`config.mk`:
```
export PLATFORM = sky130hd
export DESIGN_NAME = memory_access
export DESIGN_NICKNAME = d
export VERILOG_FILES = /design/src/rtl/common_pkg.sv /design/src/rtl/pipes_pkg.sv /design/src/rtl/memory_access_mem_req_gen.sv /design/src/rtl/memory_access.sv
export SDC_FILE = /design/constraint.sdc
export NUM_CORES = 1
export LEC_CHECK = 0
export BUFFER_PORTS_ARGS = -buffer_cell sky130_fd_sc_hd__buf_2
export CAP_MARGIN = 10
export CORE_AREA = 2 2 162 164
export DETAILED_ROUTE_END_ITERATION = 8
export DIE_AREA = 0 0 164 166
export PLACE_DENSITY = 0.63
export SLEW_MARGIN = 20
export SYNTH_ARGS = -nofsm -noshare
export SYNTH_HDL_FRONTEND = slang
export SYNTH_HIERARCHICAL = 1
export SYNTH_SLANG_ARGS = --single-unit
```
`constraint.sdc`:
```
create_clock -name clk -period 3.5 [get_ports clk]
set_clock_uncertainty 0.05 [all_clocks]
set_input_delay 0.7 -clock clk [delete_from_list [all_inputs] [get_ports clk]]
set_output_delay 0.7 -clock clk [all_outputs]
set_load 0.02 [all_outputs]
```
`src/rtl/common_pkg.sv`:
```
// Shared bus-level types: machine word, data-bus request/response and access sizes.
package common;

    typedef logic [63:0] word_t;
    typedef logic [63:0] addr_t;
    typedef logic [2:0]  msize_t;
    typedef logic [7:0]  strobe_t;

    localparam msize_t MSIZE1 = 3'd0;
    localparam msize_t MSIZE2 = 3'd1;
    localparam msize_t MSIZE4 = 3'd2;
    localparam msize_t MSIZE8 = 3'd3;

    typedef struct packed {
        logic    valid;
        addr_t   addr;
        msize_t  size;
        strobe_t strobe;
        word_t   data;
    } dbus_req_t;

    typedef struct packed {
        logic  addr_ok;
        logic  data_ok;
        word_t data;
    } dbus_resp_t;

endpackage

```
`src/rtl/pipes_pkg.sv`:
```
// Pipeline stage payloads between execute and memory, plus the memory-stage FSM state.
package pipes;
    import common::*;

    typedef logic [4:0] creg_addr_t;

    typedef struct packed {
        logic       memread;
        logic       memwrite;
        logic       regwrite;
        creg_addr_t dst;
        logic       b_jump;
    } control_t;

    typedef struct packed {
        word_t    result;
        word_t    memdata;
        control_t ctl;
    } execute_data_t;

    typedef struct packed {
        word_t      result;
        logic       regwrite;
        creg_addr_t dst;
    } memory_data_t;

    typedef enum logic {
        IDLE = 1'b0,
        BUSY = 1'b1
    } mem_state_t;

endpackage

```
`src/rtl/memory_access_mem_req_gen.sv`:
```
// Forms the data-bus request from the latched access; the request is idle unless busy.
module mem_req_gen
    import common::*;
(
    input  logic      busy,
    input  logic      is_load,
    input  addr_t     addr,
    input  word_t     data,
    output dbus_req_t dreq
);

    always_comb begin
        dreq = '0;
        if (busy) begin
            dreq.valid  = 1'b1;
            dreq.addr   = addr;
            dreq.size   = MSIZE8;
            dreq.strobe = is_load ? 8'h00 : 8'hFF;
            dreq.data   = is_load ? '0 : data;
        end
    end

endmodule

```
`src/rtl/memory_access.sv`:
```
// Memory stage: ALU results pass through in one cycle; loads/stores hold the pipe
// until the data bus reports data_ok, then retire with a single valid_out pulse.
module memory_access
    import common::*;
    import pipes::*;
(
    input  logic          clk,
    input  logic          reset,
    input  execute_data_t dataE,
    input  logic          valid_in,
    output logic          stall,
    output memory_data_t  dataM,
    output logic          valid_out,
    output dbus_req_t     dreq,
    input  dbus_resp_t    dresp
);

    mem_state_t   state_q, state_d;
    addr_t        addr_q, addr_d;
    word_t        memdata_q, memdata_d;
    logic         regwrite_q, regwrite_d;
    creg_addr_t   dst_q, dst_d;
    logic         is_load_q, is_load_d;
    memory_data_t data_m_q, data_m_d;
    logic         valid_out_q, valid_out_d;
    logic         mem_op;

    // Fields this stage deliberately does not consume.
    logic unused_bits;
    assign unused_bits = ^{dataE.ctl.b_jump, dresp.addr_ok};

    assign mem_op = dataE.ctl.memread | dataE.ctl.memwrite;

    always_comb begin
        state_d     = state_q;
        addr_d      = addr_q;
        memdata_d   = memdata_q;
        regwrite_d  = regwrite_q;
        dst_d       = dst_q;
        is_load_d   = is_load_q;
        data_m_d    = data_m_q;
        valid_out_d = 1'b0;
        stall       = 1'b0;
        case (state_q)
            IDLE: begin
                if (valid_in) begin
                    if (mem_op) begin
                        stall      = 1'b1;
                        state_d    = BUSY;
                        addr_d     = dataE.result;
                        memdata_d  = dataE.memdata;
                        regwrite_d = dataE.ctl.regwrite;
                        dst_d      = dataE.ctl.dst;
                        // Both flags set resolves to a load.
                        is_load_d  = dataE.ctl.memread;
                    end else begin
                        data_m_d    = '{result: dataE.result, regwrite: dataE.ctl.regwrite,
                                        dst: dataE.ctl.dst};
                        valid_out_d = 1'b1;
                    end
                end
            end
            BUSY: begin
                stall = ~dresp.data_ok;
                if (dresp.data_ok) begin
                    state_d     = IDLE;
                    data_m_d    = '{result: is_load_q ? dresp.data : addr_q,
                                    regwrite: regwrite_q, dst: dst_q};
                    valid_out_d = 1'b1;
                end
            end
            default: state_d = IDLE;
        endcase
        if (reset) begin
            stall = 1'b0;
        end
    end

    always_ff @(posedge clk) begin
        if (reset) begin
            state_q     <= IDLE;
            addr_q      <= '0;
            memdata_q   <= '0;
            regwrite_q  <= 1'b0;
            dst_q       <= '0;
            is_load_q   <= 1'b0;
            data_m_q    <= '0;
            valid_out_q <= 1'b0;
        end else begin
            state_q     <= state_d;
            addr_q      <= addr_d;
            memdata_q   <= memdata_d;
            regwrite_q  <= regwrite_d;
            dst_q       <= dst_d;
            is_load_q   <= is_load_d;
            data_m_q    <= data_m_d;
            valid_out_q <= valid_out_d;
        end
    end

    mem_req_gen u_mem_req_gen (
        .busy    ((state_q == BUSY) && !reset),
        .is_load (is_load_q),
        .addr    (addr_q),
        .data    (memdata_q),
        .dreq    (dreq)
    );

    assign dataM     = data_m_q;
    assign valid_out = valid_out_q;

endmodule

```
# Yosys cells after proc, flatten, opt, wreduce, memory -nomap -nowiden
# Index checks and enable logic that the tools add are counted.
[totals]
reg_bits = 207
out_inout_bits = 212
wordCells = 38
[classes]
eq_ne = 3
n_mux = 18
bitwise = 3
n_reduce_logical = 4
[ops]
columns = ["operator", "count"]
rows = [
  ["70-bit 2-to-1 mux", 3],
  ["140-bit 2-to-1 mux", 1],
  ["70-bit case mux with 2 select lines", 1],
  ["64-bit 2-to-1 mux", 2],
  ["8-bit 2-to-1 mux", 1],
  ["1-bit 2-to-1 mux", 7],
  ["2-bit inequality test, second input constant", 3],
  ["1-bit case mux with 2 select lines", 3],
  ["3-bit AND reduction", 2],
  ["1-bit NOT", 2],
  ["1-bit logical AND", 1],
  ["1-bit zero test", 1],
  ["1-bit OR", 1],
]

# Depth between registers and ports, before layout
# Gate-level depths: netlist (run 1).
[depth]
ltp_word = 5
depth_mapped = 7
ltp_nobuf = 3

# Cells and area by module
# The synthesis (run 1) kept the hierarchy.
[modules_own_cells]
columns = ["mod", "instances", "cells_per_inst", "area_each_um2"]
rows = [
  ["memory_access", 1, 951, 8413.1],
  ["mem_req_gen", 1, 162, 1161.1],
]

# Worst setup path after synthesis (run 1)
# OpenSTA, ideal clock, no wires.
[synth_path]
kind = "input to output"
start = "in reset"
end = "out dreq[65] (netlist name)"
t_arrival_ns = 2.516
setup_slack_ns = 0.234
path_stages = 7
n_path_buf = 5
cell_sequence = "clkbuf_1 clkbuf_1 nor2b_1 buf_4 clkbuf_2 nor2b_1 buf_4"
[synth_lines]
columns = ["element", "line", "text"]
rows = [
  ["start: declaration", "memory_access.sv:8", "input logic reset,"],
  ["end: declaration", "memory_access.sv:14", "output dbus_req_t dreq,"],
]

==> metrics.txt, run 1 <==
GRT overflow 0; CTS tree done; Synth Warn # 6; Die H 166 microns; hold_buf cts 0; post-detail-place hpwl 21.80 mm; core area roughly 26,000 sq um; most frequent cells in the layout buf_2, dfxtp_1, a21oi_1; final worst path period need roughly 2.7 ns; Port-buffer cells between 400 and 500; status finished, final reports clean; Seq pwr share 0.419; syn avg cell area 8.602 sq um; footprint of the multi-input gates 4811 sq um; Cell Chain, Critical Path nor2b_4, buf_12, and2_1, buf_2; initial antenna violation count 8; Residual DRC 0; Pre-antenna DRT Iters 5; Avg WL per Cell 19.27 microns; critical path class register to output pin; largest net degree at the start of global routing approximately 150; Final ANT Viol Nets 0; clock latency on the worst-skew pair between 0.5 and 0.6 ns; Sw Pwr 1625 uW; CP peak stage delay 0.43 ns; max_cap viols 0; CP arrival 1.99 ns; fillcell total 2,510; leakage power 0.005789 uW; Critical Path RT ~2.8 ns; Die ar. 27,220 sq um; mapped cell area 9574 sq um; post-synth net total 1,319; routed via count 9,897; Post-CTS Resized 0; Post-Route WL 34.58 mm; worst slew pin tran 0.8780 ns; Area Overhead vs Synth 31.33%; Power Total 6151 uW; Min-Delay Path Depth 2; # IOs ~420; worst vdd ir around 0.41 mV; Total GRT Usage 0.2361; H-tree depth 1; highest clock rate about 0.37 GHz; Iter 0 DRT Violations 696; Final nets 1,644; clk slew on worst S/H paths 0.06 ns; Slew Limit Fails 0; commonest non-fill, non-tap cell in the layout buf_2; Synth cell types 26; CTS sink cnt around 210; Setup TNS 0 ns; Crit-path slowest cell nor2b_4; post-synthesis cell count 1,113; Cell Rows between 50 and 60; Worst Setup End Kind output pin; Setup Fix Bufs, Post-CTS 0; relative slew slack 0.4147; sw frac 0.2642; Clock Power Share 0.447; Initial Util 0.3738; first-pass GRT wire length 52.34 mm; Tcrit/Tclk final 0.7821; Via density 5.517; CTS max path bufs 3; Die Width 164 microns; proportion of layout cells with a drive suffix above 1 0.3340; worst-path maximum fanout 61; Hold Path Class primary input to register; FF+latch count, synth 207; path depth of the worst reg2reg path 5; post-synthesis sequential area ratio 0.4328; Combinational Power Share 0.134; number of global-route vias before repair 9,302; RSZ-0062 raised after global routing false; cell-internal power 4525 uW; Num CTS Buffers 24; Power per Cell Area 489.2 nW/um^2; clock tree root driver cell clkbuf_16; routability cong. 0.8307; Setup crit start kind register; setup violators final 0; Final Hold Violating Endpoints 0; register area 4148 sq um
-- worst paths after layout --
path,startpoint,end,slack (ns)
worst max register to register,state_q,dataM[12],1.19
worst min-delay path,dataE[118],dataM[51],0.37
worst min register to register,memdata_q[14],memdata_q[14],0.42
worst max-delay path,state_q,dreq[101],0.76
-- logic make-up after synthesis --
kind of cell,count (synthesis),share of synthesized area
compound gates,354,0.2224
simple gates,347,0.2087
flops,207,0.4328
buf+inv,140,0.06874
mux,64,0.06691
other cells,1,0.0003917
-- sequential cells by signal, indices dropped and copies added, names as in the netlist --
signal / count
dataM: 70
addr_q: 64
memdata_q: 64
dst_q: 5
is_load_q: 1
regwrite_q: 1
state_q: 1
valid_out: 1
-- per-layer routing --
metal | track usage | routed length [microns] | up-vias
met5 | 0 | 41 | -
met4 | 0.06484 | 863 | 6
met3 | 0.06768 | 3123 | 54
met2 | 0.3902 | 16190 | 427
met1 | 0.3000 | 14360 | 4750
li1 | - | - | 4660
-- power groups by stage --
stage / combinational, uW / clock (uW) / sequential, uW
after floorplan: 474 / 0 / 2640
after global placement: 809 / 0 / 2620
after detailed placement: 820 / 0 / 2630
after CTS: 824 / 2800 / 2580
after global routing: 894 / 2890 / 2590
final: 822 / 2750 / 2580
-- synth_stat cells (all sizes together) --
| cell | count | area, sq um |
|---|---|---|
| or4b | 1 | 10.01 |
| dfxtp | 207 | 4144 |
| nand3b | 1 | 7.510 |
| nor2 | 68 | 257.8 |
| and2 | 64 | 400.4 |
| a221o | 64 | 640.6 |
| or2 | 1 | 6.260 |
| nor2b | 10 | 62.56 |
| nand2b | 1 | 6.260 |
| inv | 1 | 3.750 |
| buf | 58 | 342.8 |
| o21ai | 135 | 675.7 |
| a221oi | 6 | 52.55 |
| and3b | 65 | 569.3 |
| mux2i | 64 | 640.6 |
| a211oi | 6 | 45.04 |
| nand2 | 2 | 7.510 |
| conb | 1 | 3.750 |
| nand3 | 134 | 670.6 |
| clkbuf | 81 | 311.5 |
| a21oi | 143 | 715.7 |
-- stage by stage --
step | std cells | worst slack (ns) | hold slack [ns] | area [sq um] | utilization
final | 1794 | 0.7627 | 0.3671 | 12570 | 0.4908
after global routing | 1794 | 0.6129 | 0.3596 | 12570 | 0.4908
after CTS | 1790 | 0.6622 | 0.3508 | 12560 | 0.4905
after detailed placement | 1747 | 0.7548 | 0.4141 | 11700 | 0.4567
after global placement | 1747 | 0.7597 | 0.4068 | 11700 | 0.4567
after floorplan | 1113 | 0.2337 | 0.3993 | 9574 | -
-- layout make-up --
cell class	count	area share
Sequential cell	207	0.3299
Inverter	1	0.0002985
Multi-Input combinational cell	766	0.3826
Clock buffer	34	0.05722
Clock inverter	9	0.01154
Tap cell	335	0.03334
Antenna cell	4	0.0007961
Timing Repair Buffer	438	0.1843
-- worst max-delay path, delay by kind of cell (launching register included) --
kind | cells | cell delay, ns
AND/OR/NAND/NOR | 2 | 0.62
flip-flops | 1 | 0.33
buffers and inverters | 2 | 0.47
No activity file was read; power rests on OpenSTA's default activity.
==> run 2: changes to the inputs <==
Settings changed: ABC_AREA set to 1, CORE_AREA 2 2 162 164 to 2 2 164 166, DIE_AREA 0 0 164 166 to 0 0 166 168, PLACE_DENSITY 0.63 to 0.67.
Clock period 3.5 ns to 2.8 ns, I/O delays scaled along.
==> run 2 against run 1 <==
  * Non-clock buffer count unchanged
  * Die area increased by 2.4%
  * Highest routed layer unchanged
  * Register-to-register slack got worse by 0.48 ns
  * Total power increased by 34%
  * Final cell count increased by 41%
  * Hold slack got worse by 0.13 ns
  * Count of clock-buffer cells in the layout increased by 2
  * Global-route usage increased by 0.90 points
  * Critical path type unchanged
==> metrics.txt, run 2 <==
initial antenna violation count 8 (unchanged); mapped cell area 10,800 sq um (was 9574 sq um); Synth cell types 21 (was 26); Power per Cell Area 599.1 nW/um^2 (was 489.2 nW/um^2); Pre-antenna DRT Iters 5 (unchanged); proportion of layout cells with a drive suffix above 1 0.2231 (was 0.3340); Slew Limit Fails 0 (unchanged); Setup Fix Bufs, Post-CTS 0 (unchanged); Initial Util 0.4099 (was 0.3738); R2R setup slack 0.71 ns (was 1.19 ns); CTS sink cnt 207 (unchanged); dpl cells 2,485 (was 1,747); FF+latch count, synth 207 (unchanged); Setup crit start kind register (unchanged); Post-Layout Inst Area 13,780 sq um (was 12,570 sq um); Synth Warn # 6 (unchanged); most frequent cells in the layout nor2_1, buf_2, nand2_1 (was buf_2, dfxtp_1, a21oi_1); Tcrit/Tclk final 0.9113; Clock Power Share 0.397 (was 0.447); commonest non-fill, non-tap cell in the layout nor2_1 (was buf_2); setup violators final 0 (unchanged); count leader, synth nor2_1 (was dfxtp_1); CTS max path bufs 3 (unchanged); H-tree depth 1 (unchanged); cell-internal power 5782 uW (was 4525 uW); Post-Route WL 36.01 mm (was 34.58 mm); critical path class register to output pin (unchanged); clock latency on the worst-skew pair 0.52 ns (about the same); worst-path maximum fanout 26 (was 61); highest clock rate 0.3919 GHz; routed via count 11,710 (was 9,897); Final Non-Filler Cells 2,533 (was 1,794); Sw Pwr 2472 uW (was 1625 uW); Avg WL per Cell 14.22 microns (was 19.27 microns); setup ws final 0.2484 ns (was 0.7627 ns); Yosys top cell by area dfxtp_1 (unchanged); CTS tree done (unchanged); number of flip-flops in the largest register 70 (unchanged); clock tree root driver cell clkbuf_16 (unchanged); Cell Rows 60 (was 59); Critical Path RT 2.19 ns (was 2.75 ns); Post-CTS Resized 0 (unchanged); # IOs 418 (unchanged); Die H 168 microns (was 166 microns); hold_buf cts 0 (unchanged); post-synthesis sequential area ratio 0.3837 (was 0.4328); Die ar. 27,890 sq um (was 27,220 sq um); number of synthesized flops with an enable pin 0 (unchanged); Final ANT Viol Nets 0 (unchanged); final worst path period need between 2 and 3 ns; Port-buffer cells 414 (unchanged); Num CTS Buffers 25 (was 24); Final Hold Violating Endpoints 0 (unchanged); syn avg cell area 5.899 sq um (was 8.602 sq um); Area Overhead vs Synth 27.57% (was 31.33%); max_cap viols 0 (unchanged); worst slew pin tran 0.9130 ns (was 0.8780 ns); synth cell count leaders nor2_1, nand2_1, inv_1, dfxtp_1, nand3_1 (was dfxtp_1, a21oi_1, o21ai_0, nand3_1, clkbuf_1); CP arrival 1.94 ns (was 1.99 ns); sw frac 0.2995 (was 0.2642); Place WS 0.3721 ns (was 0.7548 ns); leakage power 0.008114 uW (was 0.005789 uW); synth top area cells dfxtp_1, nor2_1, nand2_1 (was dfxtp_1, a21oi_1, o21ai_0); Worst Setup End Kind output pin (unchanged); Post-synth ARST share 0 (unchanged); number of global-route vias before repair 10,840 (was 9,302); first-pass GRT wire length 56.07 mm (was 52.34 mm); Setup TNS 0 ns (unchanged); post-synth net total 2,037 (was 1,319); status finished, final reports clean (unchanged); Top FF cell, synth dfxtp_1 (unchanged); Final nets 2,377 (was 1,644); Synth top area share 0.3837 (was 0.4328); clk slew on worst S/H paths 0.06 ns (about the same); core area 26,350 sq um (was 25,620 sq um); Hold Path Class primary input to register (unchanged); Via density 4.622 (was 5.517); Residual DRC 0 (unchanged); GRT overflow 0 (unchanged); Seq pwr share 0.407 (was 0.419); routability cong. 0.8878 (was 0.8307); Die Width 166 microns (was 164 microns); relative slew slack 0.3913 (was 0.4147); Cell Area, Placed 12,950 sq um (was 11,700 sq um); largest net degree at the start of global routing 135 (was 148); worst vdd ir 0.4540 mV (was 0.4065 mV); Total GRT Usage 0.2451 (was 0.2361); post-detail-place hpwl 23.29 mm (was 21.80 mm); RSZ-0062 raised after global routing false (unchanged); Iter 0 DRT Violations 843 (was 696); Final Util 0.5229 (was 0.4908); Combinational Power Share 0.196 (was 0.134); post-synthesis cell count 1,831 (was 1,113)
run 2: cell families after synthesis:
logic type	count (synthesis)	synth area share
flip-flops	207	0.3837
AND/OR/NAND/NOR	1024	0.3736
AO/OA/AOI/OAI	138	0.06522
buffers and inverters	461	0.1771
other	1	0.0003472
run 2: layer usage:
metal  routed length [microns]  GRT usage  up-vias  part of all wire
met5                        13          0        -           0.00036
met3                      3268    0.06206       74             0.091
met1                     14600     0.2904     5080              0.41
li1                          -          -     6026                 -
met2                     17030     0.4297      526              0.47
met4                      1099    0.08922        2             0.031
run 2: cell type report:
class,count,area (sq um)
Antenna cell,5,12.51
Clock buffer,36,696.9
Clock inverter,7,113.9
Fill cell,2769,12570
Inverter,336,1269
Multi-Input combinational cell,1163,4761
Sequential cell,207,4146
Tap cell,341,426.7
Timing Repair Buffer,438,2352
run 2: worst max-delay path: stages (launching register included):
cell,delay [ns]
dfxtp_2,0.33
inv_2,0.05
nor2_4,0.27
buf_4,0.39
nand2_1,0.13
inv_1,0.09
buf_2,0.16
run 2: power groups by stage:
stage	logic [uW]	registers [uW]	clock network, uW
after floorplan	983	3510	0
after global placement	1590	3410	0
after detailed placement	1610	3430	0
after CTS	1620	3360	3340
after global routing	1810	3400	3480
final	1610	3360	3280
run 2: worst paths after layout:
| kind | start | end | cells after the start |
|---|---|---|---|
| setup reg to reg | state_q | addr_q[48] | 7 |
| hold reg to reg | memdata_q[45] | memdata_q[45] | 2 |
| hold / removal | dataE[31] | memdata_q[22] | 3 |
| setup / recovery | state_q | dreq[110] | 6 |
run 2: metrics by stage:
step | power (uW) | hold WS (ns)
detailed placement | 5036 | 0.4220
global placement | 5009 | 0.4122
CTS | 8322 | 0.2156
finish | 8254 | 0.2350
floorplan | 4488 | 0.4049
global route | 8690 | 0.2239
